--- config.mk ---
export PLATFORM = sky130hd
export DESIGN_NAME = instr_fetch
export DESIGN_NICKNAME = d
export VERILOG_FILES = /design/src/rtl/cpu_pkg.sv /design/src/rtl/instr_fetch.sv
export SDC_FILE = /design/constraint.sdc
export NUM_CORES = 1
export LEC_CHECK = 0
export ABC_AREA = 1
export CAP_MARGIN = 20
export CORE_ASPECT_RATIO = 1.5
export CORE_MARGIN = 1.5
export CORE_UTILIZATION = 35
export DETAILED_ROUTE_END_ITERATION = 7
export RECOVER_POWER = 25
export SYNTH_ARGS = -nofsm -noshare
export SYNTH_HDL_FRONTEND = slang
export SYNTH_SLANG_ARGS = --single-unit
--- constraint.sdc ---
create_clock -name clk -period 1.53 [get_ports clk]
set_input_delay 0.153 -clock clk [delete_from_list [all_inputs] [get_ports clk]]
set_output_delay 0.153 -clock clk [all_outputs]
set_load 0.005 [all_outputs]
--- src/rtl/cpu_pkg.sv ---
// -----------------------------------------------------------------------------
// cpu_pkg
// Shared definitions for the 16-bit CPU pipeline.
//   - Opcode constants used by fetch and execute.
//   - IMM_MARKER: value of the z field that marks a two-word MOV.
//   - fetch_state_t: state encoding of the instruction fetch FSM.
// -----------------------------------------------------------------------------
package cpu_pkg;

   localparam logic [3:0] OP_MOV  = 4'h0;
   localparam logic [3:0] OP_ADD  = 4'h1;
   localparam logic [3:0] OP_SUB  = 4'h2;
   localparam logic [3:0] OP_MUL  = 4'h3;
   localparam logic [3:0] OP_IN   = 4'h7;
   localparam logic [3:0] OP_OUT  = 4'h8;
   localparam logic [3:0] OP_STOP = 4'hF;

   // A MOV whose z field holds this value carries a second (immediate) word.
   localparam logic [3:0] IMM_MARKER = 4'h8;

   typedef enum logic [2:0] {
      ISSUE,
      CAP1,
      CAP2,
      VALID,
      HALT
   } fetch_state_t;

endpackage : cpu_pkg

--- src/rtl/instr_fetch.sv ---
// -----------------------------------------------------------------------------
// instr_fetch
// Fetch stage of the 16-bit CPU. Addresses a synchronous-read program memory
// (one cycle read latency), captures the instruction word and an optional
// immediate word, splits the instruction into fields and offers it to the
// execute stage over a valid/ready handshake. Supports PC redirect from
// execute and freezes after a STOP instruction is accepted.
//
// Optional build macro:
//   INSTR_FETCH_CNT_EN - adds output instr_count[15:0], a saturating count of
//                        accepted instructions.
//
// Ports:
//   clk          rising-edge clock
//   rst_n        synchronous active-low reset
//   mem_addr     program memory address (registered)
//   mem_we       program memory write enable, always 0
//   mem_rdata    program memory read data, valid one cycle after mem_addr
//   pc_load      redirect request from execute
//   pc_new       redirect target address
//   ir_valid     decoded instruction available
//   ir_ready     execute accepts the instruction
//   ir_opcode    instr[15:12]
//   ir_x         instr[11:8]
//   ir_y         instr[7:4]
//   ir_z         instr[3:0]
//   ir_imm       second word of a two-word instruction, else 0
//   ir_has_imm   instruction was two words
//   ir_pc        address of the first word of the current instruction
//   halted       STOP accepted, fetch frozen until reset
//   instr_count  accepted-instruction counter (INSTR_FETCH_CNT_EN only)
// -----------------------------------------------------------------------------
module instr_fetch
   import cpu_pkg::*;
#(
   parameter int ADDR_WIDTH = 6,
   parameter int DATA_WIDTH = 16,
   parameter int RESET_PC   = 8
) (
   input  logic                  clk,
   input  logic                  rst_n,
   output logic [ADDR_WIDTH-1:0] mem_addr,
   output logic                  mem_we,
   input  logic [DATA_WIDTH-1:0] mem_rdata,
   input  logic                  pc_load,
   input  logic [ADDR_WIDTH-1:0] pc_new,
`ifdef INSTR_FETCH_CNT_EN
   output logic [15:0]           instr_count,
`endif
   output logic                  ir_valid,
   input  logic                  ir_ready,
   output logic [3:0]            ir_opcode,
   output logic [3:0]            ir_x,
   output logic [3:0]            ir_y,
   output logic [3:0]            ir_z,
   output logic [DATA_WIDTH-1:0] ir_imm,
   output logic                  ir_has_imm,
   output logic [ADDR_WIDTH-1:0] ir_pc,
   output logic                  halted
);

   localparam logic [ADDR_WIDTH-1:0] PC_RST = ADDR_WIDTH'(RESET_PC);

   fetch_state_t          state;
   logic [ADDR_WIDTH-1:0] pc;
   logic [ADDR_WIDTH-1:0] pc_inc;
   logic                  accept;
   logic                  two_word;
   logic                  redirect;

   assign mem_we   = 1'b0;
   assign pc_inc   = pc + ADDR_WIDTH'(1);   // wraps modulo 2^ADDR_WIDTH
   assign accept   = ir_valid & ir_ready;
   assign two_word = (mem_rdata[15:12] == OP_MOV) && (mem_rdata[3:0] == IMM_MARKER);

   // Redirect is honoured everywhere except HALT, and loses only to an
   // accepted STOP in the same cycle.
   assign redirect = pc_load && (state != HALT) && !(accept && (ir_opcode == OP_STOP));

   // NOTE: all state below is sequential, so every assignment is non-blocking;
   // a blocking assignment here would let later statements see the new value
   // within the same clock edge and create ordering-dependent behaviour.
   always_ff @(posedge clk) begin
      if (!rst_n) begin
         state      <= ISSUE;
         pc         <= PC_RST;
         mem_addr   <= PC_RST;
         ir_valid   <= 1'b0;
         halted     <= 1'b0;
         ir_opcode  <= '0;
         ir_x       <= '0;
         ir_y       <= '0;
         ir_z       <= '0;
         ir_imm     <= '0;
         ir_has_imm <= 1'b0;
         ir_pc      <= PC_RST;
      end else if (redirect) begin
         // Abort whatever was in flight and restart fetch at the new target.
         state    <= ISSUE;
         pc       <= pc_new;
         mem_addr <= pc_new;
         ir_valid <= 1'b0;
      end else begin
         case (state)
            ISSUE: begin
               // The first word is addressed now; present the following
               // address during CAP1 so a possible immediate word is already
               // on mem_rdata when CAP2 runs.
               mem_addr <= pc_inc;
               state    <= CAP1;
            end

            CAP1: begin
               ir_opcode  <= mem_rdata[15:12];
               ir_x       <= mem_rdata[11:8];
               ir_y       <= mem_rdata[7:4];
               ir_z       <= mem_rdata[3:0];
               ir_imm     <= '0;
               ir_has_imm <= 1'b0;
               ir_pc      <= pc;
               pc         <= pc_inc;
               if (two_word) begin
                  state <= CAP2;
               end else begin
                  state    <= VALID;
                  ir_valid <= 1'b1;
               end
            end

            CAP2: begin
               ir_imm     <= mem_rdata;
               ir_has_imm <= 1'b1;
               pc         <= pc_inc;
               mem_addr   <= pc_inc;
               state      <= VALID;
               ir_valid   <= 1'b1;
            end

            VALID: begin
               if (accept) begin
                  ir_valid <= 1'b0;
                  if (ir_opcode == OP_STOP) begin
                     state  <= HALT;
                     halted <= 1'b1;
                  end else begin
                     state <= ISSUE;
                  end
               end
            end

            HALT: begin
               // Frozen until reset.
            end

            default: begin
               state <= ISSUE;
            end
         endcase
      end
   end

`ifdef INSTR_FETCH_CNT_EN
   always_ff @(posedge clk) begin
      if (!rst_n) begin
         instr_count <= '0;
      end else if (accept && (instr_count != 16'hFFFF)) begin
         instr_count <= instr_count + 16'd1;
      end
   end
`endif

endmodule : instr_fetch

[After elaboration in Yosys (flattened, before gate mapping)]
Cells that the tools add are included.
Operators by class
  add/subtract/negate cells: 1
  equality and inequality tests: 9
  mux-type cells: 13
  bitwise logic cells: 4
  reductions and logical operators: 19
Operators with widths (number)
  $pmux 16 s2: 1
  $mux 6: 4
  $pmux 3 s5: 1
  $eq 4x4->1 const B: 2
  $add 6x1->6 const B: 1
  $eq 3x2->1 const B: 2
  $mux 3: 2
  $reduce_and 2->1: 3
  $reduce_bool 2->1: 3
  $reduce_or 2->1: 3
  $logic_and 1x1->1: 4
  $logic_not 4->1: 1
  $ne 2x2->1 const B: 2
  $reduce_and 4->1: 1
  $eq 3x1->1 const B: 1
  $eq 3x3->1 const B: 1
  $logic_not 3->1: 1
  $mux 1: 3
  $ne 3x3->1 const B: 1
  $not 1->1: 3
  $pmux 1 s3: 1
  $reduce_and 3->1: 1
  $reduce_bool 3->1: 1
  $pmux 1 s2: 1
  2 further kinds: 2
Storage, ports and cells
  register bits after elaboration: 56
  input port bits: 26
  output and inout bits: 48
  logic and storage cells: 58

[Logic depth before layout (Yosys ltp)]
Gate-level depths: netlist of the first run.
  depth after elaboration: 6
  mapped depth: 9
  depth with buffers taken out: 9

[Worst setup path after synthesis of the first run]
Ideal clock, no wire load.
  kind: register -> register
  start: register ir_opcode[0]
  end: register ir_y[0]
  setup time: 116 ps
  data arrival time: 1203 ps
  required time: 1414 ps
  slack: 212 ps
  stages on the path, launching flop included: 9
  path buffers: 1
  clock period less this slack: 1318 ps
  cells stage by stage: dfxtp_1 > nand2_1 > nor2_1 > nand2_2 > nand2_4 > nand2_2 > clkbuf_1 > o21ai_0 > nor2_1
On the way
  longest elaborated chain between the ends: 6
Ends and longest elaborated chain
  from (decl): line instr_fetch.sv:52  | output logic [3:0] ir_opcode,
  from (signal assigned): line instr_fetch.sv:114  | ir_opcode <= mem_rdata[15:12];
  $eq 4x4->1: line instr_fetch.sv:78  | assign redirect = pc_load && (state != HALT) && !(accept && (ir_opcode == OP_STOP));
  $logic_and 1x1->1: line instr_fetch.sv:78
  $logic_not 1->1: line instr_fetch.sv:78
  $logic_and 1x1->1: line instr_fetch.sv:78
  $not 1->1 (no line)
  $reduce_and 2->1 (no line)
  to (signal assigned): line instr_fetch.sv:116  | ir_y <= mem_rdata[7:4];
  to (decl): line instr_fetch.sv:54  | output logic [3:0] ir_y,
No other way between the ends.
A chain may end at the register's enable or synchronous reset.

[Final worst setup path of the first run]
  start: register ir_opcode[0]
  end: register mem_addr[2]
On the way
  longest elaborated chain between the ends: 5
  elaborated cells between the ends (all ways): 6
Ends and longest elaborated chain
  $eq 4x4->1 (*): line instr_fetch.sv:78
  $logic_and 1x1->1 (*): line instr_fetch.sv:78
  $logic_not 1->1 (*): line instr_fetch.sv:78
  $logic_and 1x1->1 (*): line instr_fetch.sv:78
  $mux 6 or $reduce_bool 2->1 (tied branches)
  to (signal assigned): line instr_fetch.sv:101  | mem_addr <= pc_new;
  to (signal assigned): line instr_fetch.sv:109  | mem_addr <= pc_inc;
  to (signal assigned): line instr_fetch.sv:134  | mem_addr <= pc_inc;
  to (decl): line instr_fetch.sv:42  | output logic [ADDR_WIDTH-1:0] mem_addr,
Every way passes the cells marked *; elsewhere a longest branch is shown, timed or not.

==> results of run 1 <==
-- per-stage QoR --
| stage | instances | hold WS [ns] |
|---|---|---|
| 6_report | 477 | 0.450 |
| 3_5_place_dp | 469 | 0.444 |
| 4_1_cts | 477 | 0.436 |
| 3_3_place_gp | 469 | 0.442 |
| 5_1_grt | 477 | 0.464 |
| 2_1_floorplan | 319 | 0.302 |
-- worst max-delay path, stage by stage (launching register included) --
cell	delay (ns)
dfxtp_1	0.37
nand2_1	0.07
nor2_2	0.15
nand2_2	0.12
nand2_4	0.18
inv_1	0.10
nand2_1	0.06
nand2_1	0.08
nor2_1	0.12
nor2_1	0.05
-- cells in the mapped netlist --
| master | number | area, um2 |
|---|---|---|
| xnor2_1 | 1 | 8.76 |
| o211ai_1 | 3 | 22.5 |
| inv_1 | 24 | 90.1 |
| nor2_1 | 64 | 240 |
| buf_4 | 3 | 22.5 |
| nand3_1 | 27 | 135 |
| inv_2 | 5 | 18.8 |
| nand3b_1 | 1 | 7.51 |
| dfxtp_1 | 56 | 1120 |
| a21oi_1 | 23 | 115 |
| buf_6 | 2 | 22.5 |
| xor2_1 | 2 | 17.5 |
| clkbuf_1 | 5 | 18.8 |
| conb_1 | 1 | 3.75 |
| nor3_1 | 1 | 5.00 |
| nand2_1 | 53 | 199 |
| o21ai_0 | 31 | 155 |
| ha_1 | 1 | 12.5 |
| a31oi_1 | 1 | 6.26 |
| nand2_4 | 3 | 33.8 |
| nor2_4 | 2 | 22.5 |
| buf_2 | 4 | 20.0 |
| a21oi_2 | 1 | 8.76 |
| clkinv_1 | 1 | 3.75 |
| o21ai_1 | 2 | 10.0 |
| nand2_2 | 2 | 12.5 |
-- cell families after synthesis --
logic type	after synthesis	share of synthesized area, %
xor+xnor	3	1.13
other cells	1	0.161
simple gates	153	28.1
compound gates	61	13.6
flops	56	48.0
fa+ha+maj	1	0.536
buf+inv	44	8.42
-- sequential cells by signal (all words and copies together) (netlist names), 4 cells and up --
signal,flops
ir_imm,16
ir_opcode,4
pc,6
mem_addr,6
ir_y,4
ir_z,4
ir_pc,6
ir_x,4
-- layout by cell type, fill, tap and decap left out, types with 5 or more instances in the layout --
| cell | n |
|---|---|
| o21ai_0 | 29 |
| clkdlybuf4s50_1 | 51 |
| buf_4 | 13 |
| nand2_1 | 51 |
| inv_1 | 24 |
| dfxtp_1 | 54 |
| nand3_1 | 27 |
| dlygate4sd3_1 | 21 |
| a21oi_1 | 23 |
| inv_2 | 5 |
| clkbuf_8 | 5 |
| nor2_1 | 63 |
-- worst max path at each step --
stage                              to  slack, ns
after global routing            pc[1]      -0.03
after CTS                 mem_addr[4]       0.01
after floorplan               ir_y[0]       0.21
final                     mem_addr[2]       0.14
after global placement    mem_addr[4]      -0.16
after detailed placement  mem_addr[4]      -0.16
-- cell type report --
cell class                 instances  area (um2)  share of cell area [%]
sequential                        56        1120                    33.7
multi-input combinational        219        1020                    30.7
timing repair buffer              88         863                    25.9
inverter                          30         113                    3.38
tap                               76        95.1                    2.86
clock buffer                       5        68.8                    2.07
clock inverter                     3        42.5                    1.28
-- power breakdown --
| part | switching (uW) | total, uW | internal (uW) |
|---|---|---|---|
| combinational | 227 | 470 | 243 |
| clock | 477 | 962 | 485 |
| sequential | 49.0 | 1580 | 1530 |
-- layer usage --
metal  up-vias  global-route usage [%]  wire length (um)  part of all wire [%]
met5         -                       0                 0                     0
met4         0                    4.44                43                  0.73
met3         5                    2.74               233                   3.9
met2        52                    32.8              3130                    53
met1      1011                    18.2              2500                    42
li1       1175                       -                 -                     -
-- what timing repair did --
action,in CTS,in global routing
setup endpoints to repair,0,28
setup buffers,0,0
resized for setup,0,7
==> flow_summary.yaml, run 1 <==
timing:
  slew_violations: 0
  finalCritPeriodShare_pct: 90.7
  max_freq_mhz: 721
  worst_slew_pin_slew_ns: 0.570
  slew_headroom_pct: 62.0
  period_needed_ns: 1.39
  rsz0062_at_grt: "true"
  setup_viol: 0
  skew_ns: 0.00579
  fin_setup_tns_ns: 0
  timing.final.ws_setup_ns: 0.142
  finalHoldViolations: 0
drt:
  post_drt_wl_per_cell_um: 12.4
  postRouteAntennaNets: 0
  drc_errors: 0
  first_pass_iters: 4
  vias_per_cell: 4.70
  wl_mm: 5.91
  vias: 2243
  drtIter0Drc: 120
clock_tree:
  cts.sinks: 56
  numCtsBuffers: 5
  h-tree-depth: 2
  clockRootBuffer: "clkbuf_8"
  clock_latency_ns: 0.30
  cts_max_path_buffers: 2
  clkTransAtPathRegs_ns: 0.10
  cts_hold_buf: 0
  cts_tree: "done"
power_and_ir_drop:
  leakagePower_uw: 0.00141
  ir_drop_v: 0.000524
  power_uw: 3010
  p_per_area_nw_per_um2: 904
setup_path:
  required_ns: 1.74
  critical_path_class: "flop to flop"
  endpoint_kind: "flop"
  rr_endpoint: "mem_addr[2]"
  r2r-start: "ir_opcode[0]"
  rrSetupSlack_ns: 0.14
  path_max_fanout: 13
  critical_path_arrival_ns: 1.59
  rr_worst_depth: 9
  crit_start: "ir_opcode[0]"
  startpoint_type: "flop"
synthesis:
  synth_seq_cells: 56
  synth_area_um2: 2330
  yosysSeqAreaShare_pct: 48.0
  syn_inst: 319
  synth_cell_type_count: 26
  synth_nets: 346
  yosysWarnings: 0
  avgSynthCellArea_um2: 7.32
floorplanning:
  initial_core_util_pct: 36.0
  die_area_um2: 7180
  die_h_um: 103
  die_w_um: 69.7
  core_area_um2: 6490
  num_io_pins: 74
  rows: 36
hold_path:
  min_from: "mem_rdata[11]"
  hp-class: "input pin to flop"
  holdPathStages: 3
  min_to: "ir_imm[11]"
layout:
  drive_above_1_share_pct: 10.5
  final_nets: 427
  areaGrowthSynthToFinish_pct: 42.7
  final_core_util_pct: 51.3
  final_area_um2: 3330
  n_antenna_cell: 0
  n_fill_cell: 659
placement:
  dpl_cell_area_um2: 3220
  gp_congestion: 0.811
  port_buffers: 72
  dp_slack_ns: -0.162
  dpl.hpwl_mm: 4.34
outcome:
  status: "complete, no violations"
global_routing:
  antenna_found_initial: 0
  grt_max_degree: 37
  grt.overflow.total: 0
  grt.total_usage_pct: 16.5
  grt_pass1_vias: 2161
  grt_pass1_wl_mm: 9.68
run:
  maxCapViolations: 0
Power figures use the tool's default switching activity.
==> run 2: changes to the inputs <==
--- a/config.mk
+++ b/config.mk
@@ -12,6 +12,7 @@
 export CORE_UTILIZATION = 35
 export DETAILED_ROUTE_END_ITERATION = 7
 export RECOVER_POWER = 25
+export REMOVE_ABC_BUFFERS = 1
 export SYNTH_ARGS = -nofsm -noshare
 export SYNTH_HDL_FRONTEND = slang
 export SYNTH_SLANG_ARGS = --single-unit
==> run 2 against run 1 <==
Hold slack better by 0.0040 ns. Final cell count up 0.42%. Register-to-register slack better by 0.02 ns.
==> flow_summary.yaml, run 2 (synthesized netlist as in run 1, its figures left out) <==
outcome:
  status: "complete, no violations"
placement:
  gp_congestion: 0.788
  dp_slack_ns: -0.0802
  dpl.hpwl_mm: 4.35
  port_buffers: 72
  place_inst: 470
clock_tree:
  cts_max_path_buffers: 2
  cts_tree: "done"
  cts_hold_buf: 0
  numCtsBuffers: 5
  cts_setup_buffers: 0
  cts.sinks: 56
  clock_latency_ns: 0.31
  clockRootBuffer: "clkbuf_8"
  h-tree-depth: 2
  clkTransAtPathRegs_ns: 0.10
timing:
  finalHoldViolations: 0
  rsz0062_at_grt: "true"
  slew_violations: 0
  finalCritPeriodShare_pct: 89.5
  max_freq_mhz: 730
  whs_ns: 0.454
  timing.final.ws_setup_ns: 0.160
  setup_viol: 0
  fin_setup_tns_ns: 0
  period_needed_ns: 1.37
  skew_ns: 0.00982
setup_path:
  critical_path_class: "flop to flop"
  rrSetupSlack_ns: 0.16
  path_max_fanout: 11
  rr_worst_depth: 8
  required_ns: 1.74
  startpoint_type: "flop"
  endpoint_kind: "flop"
  critical_path_arrival_ns: 1.58
layout:
  seq_area_um2: 1120
  largest_reg_flops: 16
  n_fill_cell: 680
  n_antenna_cell: 0
  fin_cells: 479
  final_common_cell: "clkdlybuf4s50_1"
  drive_above_1_share_pct: 10.9
  layout_common_cells: "clkdlybuf4s50_1 (72), nor2_1 (63), dfxtp_1 (54)"
  multi_input_area_um2: 1040
  final_nets: 429
  areaGrowthSynthToFinish_pct: 43.6
  regMostFlops: "ir_imm"
power_and_ir_drop:
  p_per_area_nw_per_um2: 895
  ir_drop_v: 0.000433
  power_uw: 3000
  leakagePower_uw: 0.00138
hold_path:
  holdPathStages: 3
  hp-class: "input pin to flop"
global_routing:
  grt_pass1_wl_mm: 9.66
  grt_max_degree: 37
  antenna_found_initial: 0
  grt.total_usage_pct: 16.6
  grt_pass1_vias: 2104
  grt.overflow.total: 0
drt:
  post_drt_wl_per_cell_um: 12.1
  first_pass_iters: 5
  drtIter0Drc: 77
  vias_per_cell: 4.74
  drc_errors: 0
  postRouteAntennaNets: 0
  vias: 2272
  wl_mm: 5.81
floorplanning:
  die_h_um: 103
  initial_core_util_pct: 36.0
  core_area_um2: 6490
  die_w_um: 69.7
  rows: 36
  num_io_pins: 74
  die_area_um2: 7180
run:
  maxCapViolations: 0
## run 2: critical path, cell delays in order, from the launching register on
cell     delay (ns)
dfxtp_1        0.38
nand2_1        0.10
nor2_4         0.15
nand2_4        0.09
nand2_4        0.07
nand2_2        0.09
buf_12         0.16
o21ai_0        0.16
nor2_1         0.05
## run 2: what timing repair did
item,in CTS,in global routing
resized for setup,0,9
endpoints found under the setup margin,0,49
hold endpoints to repair,0,0
## run 2: final timing paths
kind / endpoint / start
setup reg to reg: ir_z[0] / ir_opcode[3]
hold / removal: ir_imm[9] / mem_rdata[9]
hold reg to reg: halted / halted
setup / recovery: ir_z[0] / ir_opcode[3]
## run 2: per-layer routing
layer	routed length (um)	share of wire, %	GRT usage [%]	vias to the layer above
met5	0	0	0	-
met4	75	1.3	5.77	0
met3	233	4.0	2.54	8
met2	3040	52	30.6	53
met1	2460	42	19.7	1026
li1	-	-	-	1185
## run 2: power breakdown
part	leakage, uW	switching (uW)	internal [uW]
registers	0.000458	48.1	1530
clock network	0.0000552	461	486
logic	0.000863	224	255
total	0.00138	733	2270
## run 2: layout make-up
type                            count  share of cell area, %
Inverter                           30                   3.36
Tap cell                           76                   2.84
Clock inverter                      2                   1.05
Sequential cell                    56                   33.5
Multi-Input combinational cell    220                   31.0
Clock buffer                        6                   2.16
Timing Repair Buffer               89                   26.1
## run 2: per-stage QoR
step	utilization [%]	area [um2]
global route	51.7	3350
CTS	51.3	3330
global placement	49.6	3220
detailed placement	49.6	3220
finish	51.7	3350
floorplan	-	2250
